`src/rtl/ic_pkg.sv`:
```
// Shared types and tree-PLRU helpers for the I-cache replacement manager.
package ic_pkg;

  typedef enum logic {
    ST_INIT,
    ST_RUN
  } state_e;

  function automatic int clog2(input int v);
    int r;
    r = 0;
    for (int i = 0; i < 31; i++)
      if ((1 << i) < v) r = i + 1;
    return r;
  endfunction

  // Vectors are carried at the 16-way width; callers pass the real WAYS.
  function automatic logic [3:0] plru_victim(
    input logic [14:0] st,
    input int          ways
  );
    int node;
    node = 0;
    for (int l = 0; l < 4; l++)
      if (node < ways - 1)
        node = st[node[3:0]] ? 2 * node + 2 : 2 * node + 1;
    return 4'(node - (ways - 1));
  endfunction

  function automatic logic [14:0] plru_touch(
    input logic [14:0] st,
    input logic [3:0]  w,
    input int          ways
  );
    logic [14:0] t;
    int n;
    int p;
    t = st;
    n = int'(w) + ways - 1;
    for (int l = 0; l < 4; l++)
      if (n > 0) begin
        p = (n - 1) >> 1;
        t[p[3:0]] = n[0];
        n = p;
      end
    return t;
  endfunction

endpackage

```
`src/rtl/ic_plru_mgr_if.sv`:
```
// Lookup / victim / touch bundle between the cache and the PLRU manager.
interface ic_plru_mgr_if
  import ic_pkg::*;
#(
  parameter int WAYS  = 4,
  parameter int LINES = 256
);
  localparam int LW = clog2(LINES);
  localparam int WW = clog2(WAYS);

  logic          lk_valid;
  logic          lk_ready;
  logic [LW-1:0] lk_line;
  logic          vic_valid;
  logic [WW-1:0] vic_way;
  logic          upd_valid;
  logic          upd_ready;
  logic [LW-1:0] upd_line;
  logic [WW-1:0] upd_way;
  logic          init_done;

  modport master (
    output lk_valid, lk_line,
    output upd_valid, upd_line, upd_way,
    input  lk_ready, upd_ready,
    input  vic_valid, vic_way, init_done
  );

  modport slave (
    input  lk_valid, lk_line,
    input  upd_valid, upd_line, upd_way,
    output lk_ready, upd_ready,
    output vic_valid, vic_way, init_done
  );

endinterface

```
`src/rtl/ic_plru_tree.sv`:
```
// Combinational tree-PLRU victim select and touch update for one line.
module ic_plru_tree
  import ic_pkg::*;
#(
  parameter int WAYS = 4
) (
  input  logic [WAYS-2:0]          st,
  input  logic [clog2(WAYS)-1:0]   way,
  output logic [clog2(WAYS)-1:0]   victim,
  output logic [WAYS-2:0]          touched
);

  localparam int WW = clog2(WAYS);

  logic [14:0] st_x;
  logic [14:0] t_x;
  logic [3:0]  v_x;
  logic        unused_bits;

  assign st_x    = 15'(st);
  assign v_x     = plru_victim(st_x, WAYS);
  assign t_x     = plru_touch(st_x, 4'(way), WAYS);
  assign victim  = v_x[WW-1:0];
  assign touched = t_x[WAYS-2:0];

  assign unused_bits = ^{v_x, t_x};

endmodule

```
`src/rtl/ic_plru_mgr.sv`:
```
// Tree-PLRU state manager: RAM sweep, victim lookup, 2-stage touch RMW.
// Define IC_PLRU_FWD_EN to forward stage-1 writes instead of stalling.
module ic_plru_mgr
  import ic_pkg::*;
#(
  parameter int WAYS  = 4,
  parameter int LINES = 256
) (
  input logic           clk,
  input logic           rst_n,
  ic_plru_mgr_if.slave  bus
);

  localparam int LW = clog2(LINES);
  localparam int WW = clog2(WAYS);
  localparam int SW = WAYS - 1;

  logic [SW-1:0] ram [LINES];

  state_e        state;
  logic [LW-1:0] cnt;
  logic          init_done;
  logic          vic_valid;
  logic [WW-1:0] vic_way;
  logic          s1_valid;
  logic [LW-1:0] s1_line;
  logic [SW-1:0] s1_vec;

  logic          run;
  logic          lk_hit;
  logic          upd_hit;
  logic          lk_fire;
  logic          upd_fire;
  logic [LW-1:0] rd_line;
  logic [SW-1:0] rd_vec;
  logic [WW-1:0] victim;
  logic [SW-1:0] touched;
  logic          we;
  logic [LW-1:0] wa;
  logic [SW-1:0] wd;

  assign run = (state == ST_RUN);

`ifdef IC_PLRU_FWD_EN
  assign lk_hit  = 1'b0;
  assign upd_hit = 1'b0;
`else
  assign lk_hit  = s1_valid && (s1_line == bus.lk_line);
  assign upd_hit = s1_valid && (s1_line == bus.upd_line);
`endif

  assign bus.lk_ready  = run && !lk_hit;
  assign bus.upd_ready = run && !bus.lk_valid && !upd_hit;

  assign lk_fire  = bus.lk_valid && bus.lk_ready;
  assign upd_fire = bus.upd_valid && bus.upd_ready;
  assign rd_line  = lk_fire ? bus.lk_line : bus.upd_line;

`ifdef IC_PLRU_FWD_EN
  assign rd_vec = (s1_valid && s1_line == rd_line) ?
                  s1_vec : ram[rd_line];
`else
  assign rd_vec = ram[rd_line];
`endif

  ic_plru_tree #(
    .WAYS (WAYS)
  ) u_tree (
    .st      (rd_vec),
    .way     (bus.upd_way),
    .victim  (victim),
    .touched (touched)
  );

  // Gating on rst_n drops an in-flight stage-1 write at reset.
  assign we = rst_n && (!run || s1_valid);
  assign wa = run ? s1_line : cnt;
  assign wd = run ? s1_vec : '0;

  always_ff @(posedge clk) begin
    if (we) ram[wa] <= wd;
  end

  always_ff @(posedge clk) begin
    if (!rst_n) begin
      state     <= ST_INIT;
      cnt       <= '0;
      init_done <= 1'b0;
      vic_valid <= 1'b0;
      vic_way   <= '0;
      s1_valid  <= 1'b0;
      s1_line   <= '0;
      s1_vec    <= '0;
    end else begin
      vic_valid <= lk_fire;
      if (lk_fire) vic_way <= victim;
      s1_valid <= upd_fire;
      if (upd_fire) begin
        s1_line <= bus.upd_line;
        s1_vec  <= touched;
      end
      unique case (state)
        ST_INIT: begin
          cnt <= cnt + 1'b1;
          if (cnt == LW'(LINES - 1)) begin
            state     <= ST_RUN;
            init_done <= 1'b1;
          end
        end
        ST_RUN: state <= ST_RUN;
        default: state <= ST_INIT;
      endcase
    end
  end

  assign bus.init_done = init_done;
  assign bus.vic_valid = vic_valid;
  assign bus.vic_way   = vic_way;

endmodule
```
`src/flat_wrapper.sv`:
```
// flat-port wrapper written by rule: the top's interface ports become plain ports
module ic_plru_mgr_flat import ic_pkg::*;
#(
  parameter int WAYS  = 4,
  parameter int LINES = 256
)
  (clk, rst_n, bus_lk_valid, bus_lk_line, bus_upd_valid, bus_upd_line, bus_upd_way, bus_lk_ready, bus_upd_ready, bus_vic_valid, bus_vic_way, bus_init_done);
  ic_plru_mgr_if #(.WAYS(WAYS), .LINES(LINES)) bus_i ();
  input logic clk;
  input logic rst_n;
  input wire logic [$bits(bus_i.lk_valid)-1:0] bus_lk_valid;
  input wire logic [$bits(bus_i.lk_line)-1:0] bus_lk_line;
  input wire logic [$bits(bus_i.upd_valid)-1:0] bus_upd_valid;
  input wire logic [$bits(bus_i.upd_line)-1:0] bus_upd_line;
  input wire logic [$bits(bus_i.upd_way)-1:0] bus_upd_way;
  output wire logic [$bits(bus_i.lk_ready)-1:0] bus_lk_ready;
  output wire logic [$bits(bus_i.upd_ready)-1:0] bus_upd_ready;
  output wire logic [$bits(bus_i.vic_valid)-1:0] bus_vic_valid;
  output wire logic [$bits(bus_i.vic_way)-1:0] bus_vic_way;
  output wire logic [$bits(bus_i.init_done)-1:0] bus_init_done;
  assign bus_i.lk_valid = bus_lk_valid;
  assign bus_i.lk_line = bus_lk_line;
  assign bus_i.upd_valid = bus_upd_valid;
  assign bus_i.upd_line = bus_upd_line;
  assign bus_i.upd_way = bus_upd_way;
  assign bus_lk_ready = bus_i.lk_ready;
  assign bus_upd_ready = bus_i.upd_ready;
  assign bus_vic_valid = bus_i.vic_valid;
  assign bus_vic_way = bus_i.vic_way;
  assign bus_init_done = bus_i.init_done;
  ic_plru_mgr #(.WAYS(WAYS), .LINES(LINES)) u_core (.clk(clk), .rst_n(rst_n), .bus(bus_i));
endmodule
```
`config.mk`:
```
export PLATFORM = sky130hd
export DESIGN_NAME = ic_plru_mgr_flat
export DESIGN_NICKNAME = d
export VERILOG_FILES = /design/src/rtl/ic_pkg.sv /design/src/rtl/ic_plru_mgr_if.sv /design/src/rtl/ic_plru_tree.sv /design/src/rtl/ic_plru_mgr.sv /design/src/flat_wrapper.sv
export SDC_FILE = /design/constraint.sdc
export NUM_CORES = 1
export LEC_CHECK = 0
export CAP_MARGIN = 20
export CORE_MARGIN = 3
export CORE_UTILIZATION = 40
export CTS_BUF_LIST = sky130_fd_sc_hd__clkbuf_16
export DETAILED_ROUTE_END_ITERATION = 8
export PLACE_DENSITY = 0.6
export SYNTH_ARGS = -nofsm -noshare
export SYNTH_HDL_FRONTEND = slang
export SYNTH_SLANG_ARGS = --single-unit
```
`constraint.sdc`:
```
create_clock -name clk -period 24.4 [get_ports clk]
set_input_delay 6.1 -clock clk [delete_from_list [all_inputs] [get_ports clk]]
set_output_delay 6.1 -clock clk [all_outputs]
set_load 0.02 [all_outputs]
```
; Word-level counts from Yosys, hierarchy flattened
; Memory sizes are Yosys's and may differ from the RTL's.
; Index checks and enable logic that the tools add are counted.
[classes]
magnitude_cmp = 18
n_reduce_logical = 18
n_addsub = 14
muxes = 39
n_eq_ne = 3
n_bitwise = 1
[ops]
columns = op, count
row1 = 32-bit two-way mux, 7
row2 = "32-bit by 1-bit greater-than comparator with 1-bit output, second input constant", 3
row3 = "32-bit by 3-bit less-than comparator with 1-bit output, second input constant", 3
row4 = "32-bit by 2-bit adder with 32-bit output, second input constant", 2
row5 = "32-bit by 3-bit adder with 32-bit output, second input constant", 2
row6 = "32-bit by 2-bit subtractor with 32-bit output, second input constant", 2
row7 = 15-bit bitwise mux, 4
row8 = 15-bit two-way mux, 3
row9 = "4-bit by 5-bit less-than comparator with 1-bit output, second input constant", 7
row10 = 1-bit demux with 4-bit select, 4
row11 = 8-bit equality test, 2
row12 = "4-bit by 1-bit greater-or-equal comparator with 1-bit output, second input constant", 4
row13 = 8-bit two-way mux, 2
row14 = 1-bit binary-select mux with 4-bit select, 3
row15 = 1-bit logical AND, 12
row16 = 1-bit two-way mux, 10
row17 = "8-bit by 1-bit adder with 8-bit output, second input constant", 1
row18 = "8-bit equality test, second input constant", 1
row19 = 2-bit two-way mux, 3
row20 = 3-bit two-way mux, 2
row21 = "5-bit by 2-bit subtractor with 6-bit output, second input constant", 1
row22 = "5-bit by 1-bit greater-than comparator with 1-bit output, second input constant", 1
row23 = "4-bit by 1-bit subtractor with 5-bit output, second input constant", 1
row24 = "5-bit by 2-bit subtractor with 5-bit output, second input constant", 1
row25 = 8 further kinds, 12
[word_totals]
word_cells = 102
ram_bits = 768
regBits = 25
out_inout_bits = 6
input_bits = 22
mem_count = 1
[mem_list]
columns = memory, words, word_bits, read_ports, rd_ports_with_merged_regs, wr, line_no
row1 = u_core.ram, 256, 3, 1, 0, 1, ic_plru_mgr.sv:18  ; logic [SW-1:0] ram [LINES];

; Logic depth before layout (Yosys ltp)
; Gate-level depths: netlist of the first run.
; An unclocked memory read counts as a cell.
[logic_depth]
ltp_word = 21
depth_mapped = 26
depth_no_buf = 23

; Modules after synthesis
; From an unflattened synthesis of the first run, not the netlist that was laid out.
[hier_totals]
cells_unflattened = 2602
area_unflattened_um2 = 33447.1
[modules_own_cells]
columns = module, cells_each, instances, seq_area_each_um2, area_per_inst_um2
row1 = ic_plru_mgr, 2493, 1, 23562.6, 32552.5
row2 = ic_plru_tree, 109, 1, 0.0, 894.6

; Least setup slack after synthesis of the first run
; No wires, ideal clock.
[synth_path]
path_type = input to output
start = in bus_lk_line[2]
end = out bus_lk_ready
setup_slack_ns = 11.034
path_buffers = 0
path_stages = 4
arrival_ns = 7.266
path_cell_list = xor2_1 nor4b_1 nand3_1 and2_1
[synth_via]
elab_chain_cells = 4
[synth_lines]
columns = item, line_no
row1 = from (decl), flat_wrapper.sv:12  ; input wire logic [$bits(bus_i.lk_line)-1:0] bus_lk_line;
row2 = 8-bit equality test, ic_plru_mgr.sv:48  ; assign lk_hit = s1_valid && (s1_line == bus.lk_line);
row3 = 1-bit logical AND, ic_plru_mgr.sv:48
row4 = 1-bit zero test, ic_plru_mgr.sv:52  ; assign bus.lk_ready = run && !lk_hit;
row5 = 1-bit logical AND, ic_plru_mgr.sv:52
row6 = to (decl), flat_wrapper.sv:16  ; output wire logic [$bits(bus_i.lk_ready)-1:0] bus_lk_ready;
; No other way between the ends.

; Worst setup path after layout of the first run
[layout_path]
start = in bus_lk_line[4]
end = out bus_lk_ready
; Same word-level chain as after synthesis.

==> impl_metrics.env, run 1 <==
export IMPL_synth_distinct_cells=69
export IMPL_post_cts_hold_buffer_count=0
export IMPL_worst_path_max_fanout=7
export IMPL_core_region_area_sq_um=84200
export IMPL_antenna_violations_before_repair=2
export IMPL_tritoncts="built"
export IMPL_detailed_place_area_sq_um=35700
export IMPL_top_signal_layer_used="met4"
export IMPL_cts_resized=0
export IMPL_clock_sinks=793
export IMPL_clock_tree_htree_level_count=3
export IMPL_die_width_microns=299
export IMPL_pins_over_their_slew_limit=0
export IMPL_wire_per_inst_microns=26.6
export IMPL_synth_area_in_simple_gates_pct=13.3
export IMPL_cts_root_buf="sky130_fd_sc_hd__clkbuf_16"
export IMPL_dr_wl_met2_microns=47600
export IMPL_timing_critical_path_to_type="primary output"
export IMPL_placedCellCount=3821
export IMPL_rows=106
export IMPL_fp_dieH_microns=299
export IMPL_layout_cell_area_non_filler_sq_um=38000
export IMPL_clk_transition_reported_paths_ps=60
export IMPL_path_cells="clkdlybuf4s50_1 > xor2_1 > nor4b_1 > nand3_1 > and2_1 > clkdlybuf4s50_1"
export IMPL_cell_at_the_slowest_stage_of_the_critical_path="sky130_fd_sc_hd__clkdlybuf4s50_1"
export IMPL_die_area_sq_um=89200
export IMPL_post_route_drc_count=0
export IMPL_nFillCells=7556
export IMPL_path_delay_family="simple AND/OR/NAND/NOR gates"
export IMPL_timing_critical_path_required_ps=18300
export IMPL_final_cell_count_no_fill=3963
export IMPL_run_status="finished, final reports clean"
export IMPL_grt_overflow=0
export IMPL_cp_common_cell="sky130_fd_sc_hd__clkdlybuf4s50_1"
export IMPL_synth_main_ff_cell="sky130_fd_sc_hd__edfxtp_1"
export IMPL_port_buffers=27
export IMPL_vdd_drop_max_mv=0.0476
export IMPL_syn_nets=2816
export IMPL_synthesized_netlist_cell_count=2780
export IMPL_globalRouteTotalUtil_pct=23.2
export IMPL_finalHoldViolations=0
export IMPL_yosysWarnings=0
export IMPL_met3RoutedLength_microns=11500
export IMPL_cap_violations=0
export IMPL_timing_hold_worst_class="reg2reg"
export IMPL_arrival_ps=8650
export IMPL_via_density_per_instance=5.99
export IMPL_first_pass_iters=6
export IMPL_post_cts_setup_buffer_count=0
export IMPL_grt_setup_unrepaired="false"
export IMPL_drt_wl_total_microns=105000
export IMPL_detailedRoute_firstIterationViolations=3148
export IMPL_start_util_pct=40.7
export IMPL_mappedNetlistArea_sq_um=34200
export IMPL_grt_start_max_net_pins=194
export IMPL_synth_xor_area_share_pct=0.614
export IMPL_number_of_enable_flip_flop_cells_after_synthesis=768
export IMPL_totalNegativeSetupSlack_ps=0
export IMPL_routed_via_count=23700
export IMPL_cpPeakStageDelay_ps=630
export IMPL_yosysSeqAreaShare_pct=68.8
export IMPL_gp_routability_congestion=0.874
export IMPL_seqCellArea_sq_um=23600
export IMPL_synth_adder_area_share_pct=0.512
export IMPL_timing_fmax_mhz=67.8
export IMPL_final_core_utilization_pct=45.1
export IMPL_power_density_nw_per_um2=73.1
export IMPL_critPathBufInv=2
export IMPL_max_slew_worst_pin_slew_ps=1130
export IMPL_clock_latency_ps=620
export IMPL_cts_made_buffers=80
export IMPL_synth_top_family_by_area="simple AND/OR/NAND/NOR gates"
export IMPL_area_growth_synth_to_final_pct=11.0
export IMPL_detail_route_antenna_nets=0
export IMPL_drive_gt1_share_pct=6.93
export IMPL_async_reset_ff_share_pct=0
export IMPL_grt_first_pass_wirelength_microns=154000
export IMPL_report_final_setup_viol=0
export IMPL_area_taken_by_multi_input_logic_gates_sq_um=9820
export IMPL_top_level_i_o_count=28
export IMPL_startpoint_type="input pin"
export IMPL_compound_gate_fraction_of_synth_area_pct=10.2
export IMPL_slew_limit_headroom_pct=24.4
export IMPL_synth_register_bits=793
export IMPL_first_global_vias=22800
export IMPL_total_half_perimeter_wirelength_after_legalization_and_detailed_placement_microns=62000
export IMPL_leakage_nw=12.5
export IMPL_post_route_min_period_ps=14750
export IMPL_timing_final_crit_share_pct=60.4
export IMPL_muxShareOfSynthArea_pct=3.69
export IMPL_finalNetCount=2806
export IMPL_finalClockSkew_ps=20.3
export IMPL_synth_area_per_inst_sq_um=12.3
export IMPL_cts_max_path_buffers=3
export IMPL_kind_of_critical_path="in2out"
export IMPL_wl_met1_microns=41700
[per-layer routing]
layer | up-vias | global-route usage [%]
met5 | - | 0
met4 | 0 | 9.89
met3 | 215 | 5.35
met2 | 1388 | 35.7
met1 | 11800 | 31.6
li1 | 10400 | -
[through the flow]
step	power (mW)	setup WS [ps]	hold slack, ps
final	2.78	9650	499
after detailed placement	1.68	9680	481
after CTS	2.78	9680	497
after global placement	1.67	9850	483
after global routing	2.86	9460	521
after floorplan	1.61	11030	441
[power by group]
| part | internal (mW) | switching, mW |
|---|---|---|
| logic | 0.0557 | 0.125 |
| clock network | 0.621 | 0.505 |
| registers | 1.47 | 0.000919 |
| total | 2.15 | 0.631 |
[placed cells by master (no fill, tap or decap), types with 7 or more instances in the layout]
| cell | instances |
|---|---|
| sky130_fd_sc_hd__nand2_2 | 11 |
| sky130_fd_sc_hd__a22o_1 | 9 |
| sky130_fd_sc_hd__nand2b_1 | 19 |
| sky130_fd_sc_hd__clkinv_1 | 22 |
| sky130_fd_sc_hd__o41ai_1 | 7 |
| sky130_fd_sc_hd__clkbuf_16 | 81 |
| sky130_fd_sc_hd__nor2b_1 | 8 |
| sky130_fd_sc_hd__a31oi_1 | 21 |
| sky130_fd_sc_hd__o21a_1 | 8 |
| sky130_fd_sc_hd__edfxtp_1 | 768 |
| sky130_fd_sc_hd__o221ai_1 | 8 |
| sky130_fd_sc_hd__and2_1 | 7 |
| sky130_fd_sc_hd__mux2i_1 | 106 |
| sky130_fd_sc_hd__nand4_1 | 18 |
| sky130_fd_sc_hd__nor4_1 | 14 |
| sky130_fd_sc_hd__clkinv_2 | 7 |
| sky130_fd_sc_hd__xnor2_1 | 16 |
| sky130_fd_sc_hd__mux2_2 | 15 |
| sky130_fd_sc_hd__a211oi_1 | 58 |
| sky130_fd_sc_hd__clkdlybuf4s50_1 | 27 |
| sky130_fd_sc_hd__a32oi_1 | 18 |
| sky130_fd_sc_hd__xor2_1 | 8 |
| sky130_fd_sc_hd__a21oi_1 | 203 |
| sky130_fd_sc_hd__nand3_1 | 155 |
| sky130_fd_sc_hd__nor3_1 | 35 |
| sky130_fd_sc_hd__o32ai_1 | 8 |
| sky130_fd_sc_hd__a221oi_1 | 14 |
| sky130_fd_sc_hd__a2111oi_0 | 14 |
| sky130_fd_sc_hd__inv_1 | 64 |
| sky130_fd_sc_hd__o22ai_1 | 28 |
| sky130_fd_sc_hd__nand2_1 | 429 |
| sky130_fd_sc_hd__ha_1 | 14 |
| sky130_fd_sc_hd__nor2_1 | 342 |
| sky130_fd_sc_hd__a22oi_1 | 31 |
| sky130_fd_sc_hd__dfxtp_1 | 25 |
| sky130_fd_sc_hd__o21ai_0 | 61 |
| sky130_fd_sc_hd__buf_4 | 43 |
[cell type report]
class,instances,share of cell area [%]
Sequential cell,793,62.0
Multi-Input combinational cell,1774,25.8
Clock buffer,81,5.33
Tap cell,1134,3.73
Timing Repair Buffer,78,1.89
Clock inverter,58,0.823
Inverter,43,0.425
Antenna cell,2,0.0132
[Yosys cell counts (5+ instances only)]
master | count | area (sq um)
sky130_fd_sc_hd__nor4_1 | 14 | 87.6
sky130_fd_sc_hd__a221oi_1 | 14 | 123
sky130_fd_sc_hd__a2111oi_0 | 14 | 123
sky130_fd_sc_hd__or3_1 | 5 | 31.3
sky130_fd_sc_hd__nor3_1 | 35 | 175
sky130_fd_sc_hd__mux2_2 | 15 | 169
sky130_fd_sc_hd__inv_1 | 43 | 161
sky130_fd_sc_hd__xnor2_1 | 16 | 140
sky130_fd_sc_hd__nand4_1 | 18 | 113
sky130_fd_sc_hd__o221ai_1 | 8 | 70.1
sky130_fd_sc_hd__and2_1 | 9 | 56.3
sky130_fd_sc_hd__a22oi_1 | 32 | 240
sky130_fd_sc_hd__a21oi_1 | 205 | 1030
sky130_fd_sc_hd__nand2_1 | 440 | 1650
sky130_fd_sc_hd__buf_4 | 19 | 143
sky130_fd_sc_hd__o2111ai_1 | 5 | 43.8
sky130_fd_sc_hd__o21a_1 | 8 | 60.1
sky130_fd_sc_hd__nor2b_1 | 8 | 50.1
sky130_fd_sc_hd__a32oi_1 | 19 | 166
sky130_fd_sc_hd__o21ai_0 | 61 | 305
sky130_fd_sc_hd__o22ai_1 | 28 | 175
sky130_fd_sc_hd__xor2_1 | 8 | 70.1
sky130_fd_sc_hd__edfxtp_1 | 768 | 23100
sky130_fd_sc_hd__a31oi_1 | 22 | 138
sky130_fd_sc_hd__buf_2 | 66 | 330
sky130_fd_sc_hd__nand2b_1 | 19 | 119
sky130_fd_sc_hd__ha_1 | 14 | 175
sky130_fd_sc_hd__dfxtp_1 | 25 | 500
sky130_fd_sc_hd__nand3_1 | 155 | 776
sky130_fd_sc_hd__clkbuf_1 | 74 | 278
sky130_fd_sc_hd__a211oi_1 | 58 | 435
sky130_fd_sc_hd__o41ai_1 | 7 | 61.3
sky130_fd_sc_hd__buf_1 | 8 | 30.0
sky130_fd_sc_hd__nor2_1 | 346 | 1300
sky130_fd_sc_hd__o32ai_1 | 8 | 70.1
sky130_fd_sc_hd__a22o_1 | 9 | 78.8
sky130_fd_sc_hd__mux2i_1 | 108 | 1080
[path summary, 6_finish.rpt]
check	startpoint	end	slack, ps	cells after the start
setup / recovery	bus_lk_line[4]	bus_lk_ready	9650	6
hold / removal	u_core.s1_vec[2]$_SDFFE_PN0P_	u_core.s1_vec[2]$_SDFFE_PN0P_	500	2
setup reg to reg	u_core.s1_line[5]$_SDFFE_PN0P_	u_core.s1_vec[0]$_SDFFE_PN0P_	17450	16
hold reg to reg	u_core.s1_vec[2]$_SDFFE_PN0P_	u_core.s1_vec[2]$_SDFFE_PN0P_	500	2
[sequential cells by signal, indices dropped and copies added (netlist names)]
register and flops:
u_core.s1_line 8, u_core.bus.init_done 1, u_core.ram 768, u_core.s1_vec 3
u_core.bus.vic_valid 1, u_core.bus.vic_way 2, u_core.s1_valid 1, u_core.cnt 8
u_core.run 1
[worst min-delay path: stages, from the launching register on]
cell,delay (ps)
sky130_fd_sc_hd__dfxtp_1,330
sky130_fd_sc_hd__inv_1,60
sky130_fd_sc_hd__a221oi_1,60
[cell families (layout without fill, tap and decap cells)]
family,after synthesis,count (layout)
AOI/OAI and AO/OA,539,539
xor gates and xnor gates,24,24
adders and majority gates,14,14
buffers and inverters,213,260
DFF,793,793
muxes,124,124
other,0,2
and+or+nand+nor,1073,1073
(Power assumes the default switching activity.)
==> inputs of run 2 (changes only) <==
==> constraint.sdc (replaced) <==
create_clock -name clk -period 14.3 [get_ports clk]
set_input_delay 3.575 -clock clk [delete_from_list [all_inputs] [get_ports clk]]
set_output_delay 3.575 -clock clk [all_outputs]
set_load 0.02 [all_outputs]
==> impl_metrics.env, run 2 (same netlist as run 1, synthesis figures left out) <==
export IMPL_run_status="complete, but fails checks"
export IMPL_violations="slew limit"
export IMPL_cp_common_cell="sky130_fd_sc_hd__clkdlybuf4s50_1"
export IMPL_timing_critical_path_required_ps=10720
export IMPL_kind_of_critical_path="in2out"
export IMPL_timing_hold_worst_class="reg2reg"
export IMPL_detailed_place_area_sq_um=35600
export IMPL_clk_transition_reported_paths_ps=60
export IMPL_layout_cells_most_common_list="sky130_fd_sc_hd__edfxtp_1, sky130_fd_sc_hd__nand2_1, sky130_fd_sc_hd__nor2_1"
export IMPL_power_density_nw_per_um2=128
export IMPL_cpPeakStageDelay_ps=620
export IMPL_gp_routability_congestion=0.919
export IMPL_timing_fmax_mhz=104
export IMPL_grt_first_pass_wirelength_microns=154000
export IMPL_drive_gt1_share_pct=7.32
export IMPL_grt_overflow=0
export IMPL_wire_per_inst_microns=26.7
export IMPL_cell_at_the_slowest_stage_of_the_critical_path="sky130_fd_sc_hd__clkdlybuf4s50_1"
export IMPL_grt_start_max_net_pins=215
export IMPL_globalRouteTotalUtil_pct=23.2
export IMPL_finalHoldViolations=0
export IMPL_arrival_ps=6050
export IMPL_startpoint_type="input pin"
export IMPL_report_final_setup_viol=0
export IMPL_clock_tree_htree_level_count=3
export IMPL_timing_critical_path_to_type="primary output"
export IMPL_antenna_violations_before_repair=1
export IMPL_max_slew_worst_pin_slew_ps=1680
export IMPL_pre_cts_slack_ps=4700
export IMPL_detailedRoute_firstIterationViolations=3009
export IMPL_layout_cell_area_non_filler_sq_um=38200
export IMPL_clock_sinks=793
export IMPL_cap_violations=0
export IMPL_start_util_pct=40.7
export IMPL_fp_dieH_microns=299
export IMPL_clock_latency_ps=630
export IMPL_final_setup_worst_slack_ps=4680
export IMPL_placedCellCount=3812
export IMPL_layout_cells_most_common="sky130_fd_sc_hd__edfxtp_1"
export IMPL_first_pass_iters=8
export IMPL_die_area_sq_um=89200
export IMPL_leakage_nw=12.5
export IMPL_post_cts_setup_buffer_count=0
export IMPL_total_half_perimeter_wirelength_after_legalization_and_detailed_placement_microns=63100
export IMPL_tritoncts="built"
export IMPL_totalNegativeSetupSlack_ps=0
export IMPL_path_cells="clkdlybuf4s50_1 > xor2_1 > nor4b_1 > nand3_1 > and2_1 > clkdlybuf4s50_1"
export IMPL_cts_max_path_buffers=3
export IMPL_cts_root_buf="sky130_fd_sc_hd__clkbuf_16"
export IMPL_rows=106
export IMPL_cts_made_buffers=84
export IMPL_regMostFlops="u_core.ram"
export IMPL_worst_path_max_fanout=7
export IMPL_top_level_i_o_count=28
export IMPL_detail_route_antenna_nets=0
export IMPL_slew_limit_headroom_pct=-11.8
export IMPL_largest_registers="u_core.ram x768, u_core.cnt x8, u_core.s1_line x8"
export IMPL_port_buffers=27
export IMPL_grt_setup_unrepaired="false"
export IMPL_largest_register_ffs=768
export IMPL_via_density_per_instance=6.00
export IMPL_pins_over_their_slew_limit=124
export IMPL_area_growth_synth_to_final_pct=11.5
export IMPL_cts_resized=0
export IMPL_finalNetCount=2801
export IMPL_final_hold_worst_slack_ps=486
export IMPL_vdd_drop_max_mv=0.0804
export IMPL_first_global_vias=23100
export IMPL_post_route_drc_count=0
export IMPL_die_width_microns=299
export IMPL_timing_final_crit_share_pct=67.3
export IMPL_core_region_area_sq_um=84200
export IMPL_post_route_min_period_ps=9620
export IMPL_finalClockSkew_ps=32.3
export IMPL_final_cell_count_no_fill=3962
export IMPL_worst_hold_path_num_cells=2
export IMPL_drt_wl_total_microns=106000
export IMPL_timing_reg2reg_worst_path_depth=13
export IMPL_routed_via_count=23800
export IMPL_post_cts_hold_buffer_count=0
run 2: cell types whose count changed in the layout (fill, tap and decap cells not counted), sizes merged:
cell / delta
bufinv: +2
buf: -9
diode: -1
clkinvlp: -1
inv: -12
clkinv: +14
clkbuf: +6
run 2: critical path, delay by kind of cell:
family / cells / cell delay, ps
buffers and inverters: 2 / 1160
XOR/XNOR: 1 / 170
AND/OR/NAND/NOR: 3 / 1140
run 2: stage by stage:
stage	power [mW]	utilization (%)
floorplan	2.75	-
global placement	2.85	42.2
detailed placement	2.86	42.3
CTS	4.89	45.3
global route	5.01	45.3
finish	4.87	45.3
run 2: report_power, final:
part           internal (mW)  leakage [nW]  switching, mW
Sequential              2.51          7.25        0.00150
Clock                   1.17          1.32          0.888
Combinational         0.0936          3.94          0.210
run 2: layer usage:
layer  up-vias  wire [microns]  share of wire [%]  track usage, %
met1     11800           42800                 40            32.1
met5         -               0                  0               0
met3       241           11000                 10            4.79
li1      10400               -                  -               -
met4         0            4850                4.6            10.5
met2      1431           47200                 45            35.5
run 2: layout make-up:
cell class                      instances  area, sq um
Multi-Input combinational cell       1774         9810
Fill cell                            7571        46000
Clock buffer                           87         2180
Tap cell                             1134         1420
Inverter                               43          161
Clock inverter                         61          375
Sequential cell                       793        23600
Timing Repair Buffer                   69          668
Antenna cell                            1         2.50
run 2: worst paths after layout:
check	slack [ps]	end	start
max	4680	bus_lk_ready	bus_lk_line[4]
min	490	u_core.s1_vec[2]$_SDFFE_PN0P_	u_core.s1_vec[2]$_SDFFE_PN0P_
max reg2reg	8210	u_core.bus.vic_way[0]$_SDFFE_PN0P_	u_core.s1_line[3]$_SDFFE_PN0P_
min reg2reg	490	u_core.s1_vec[2]$_SDFFE_PN0P_	u_core.s1_vec[2]$_SDFFE_PN0P_
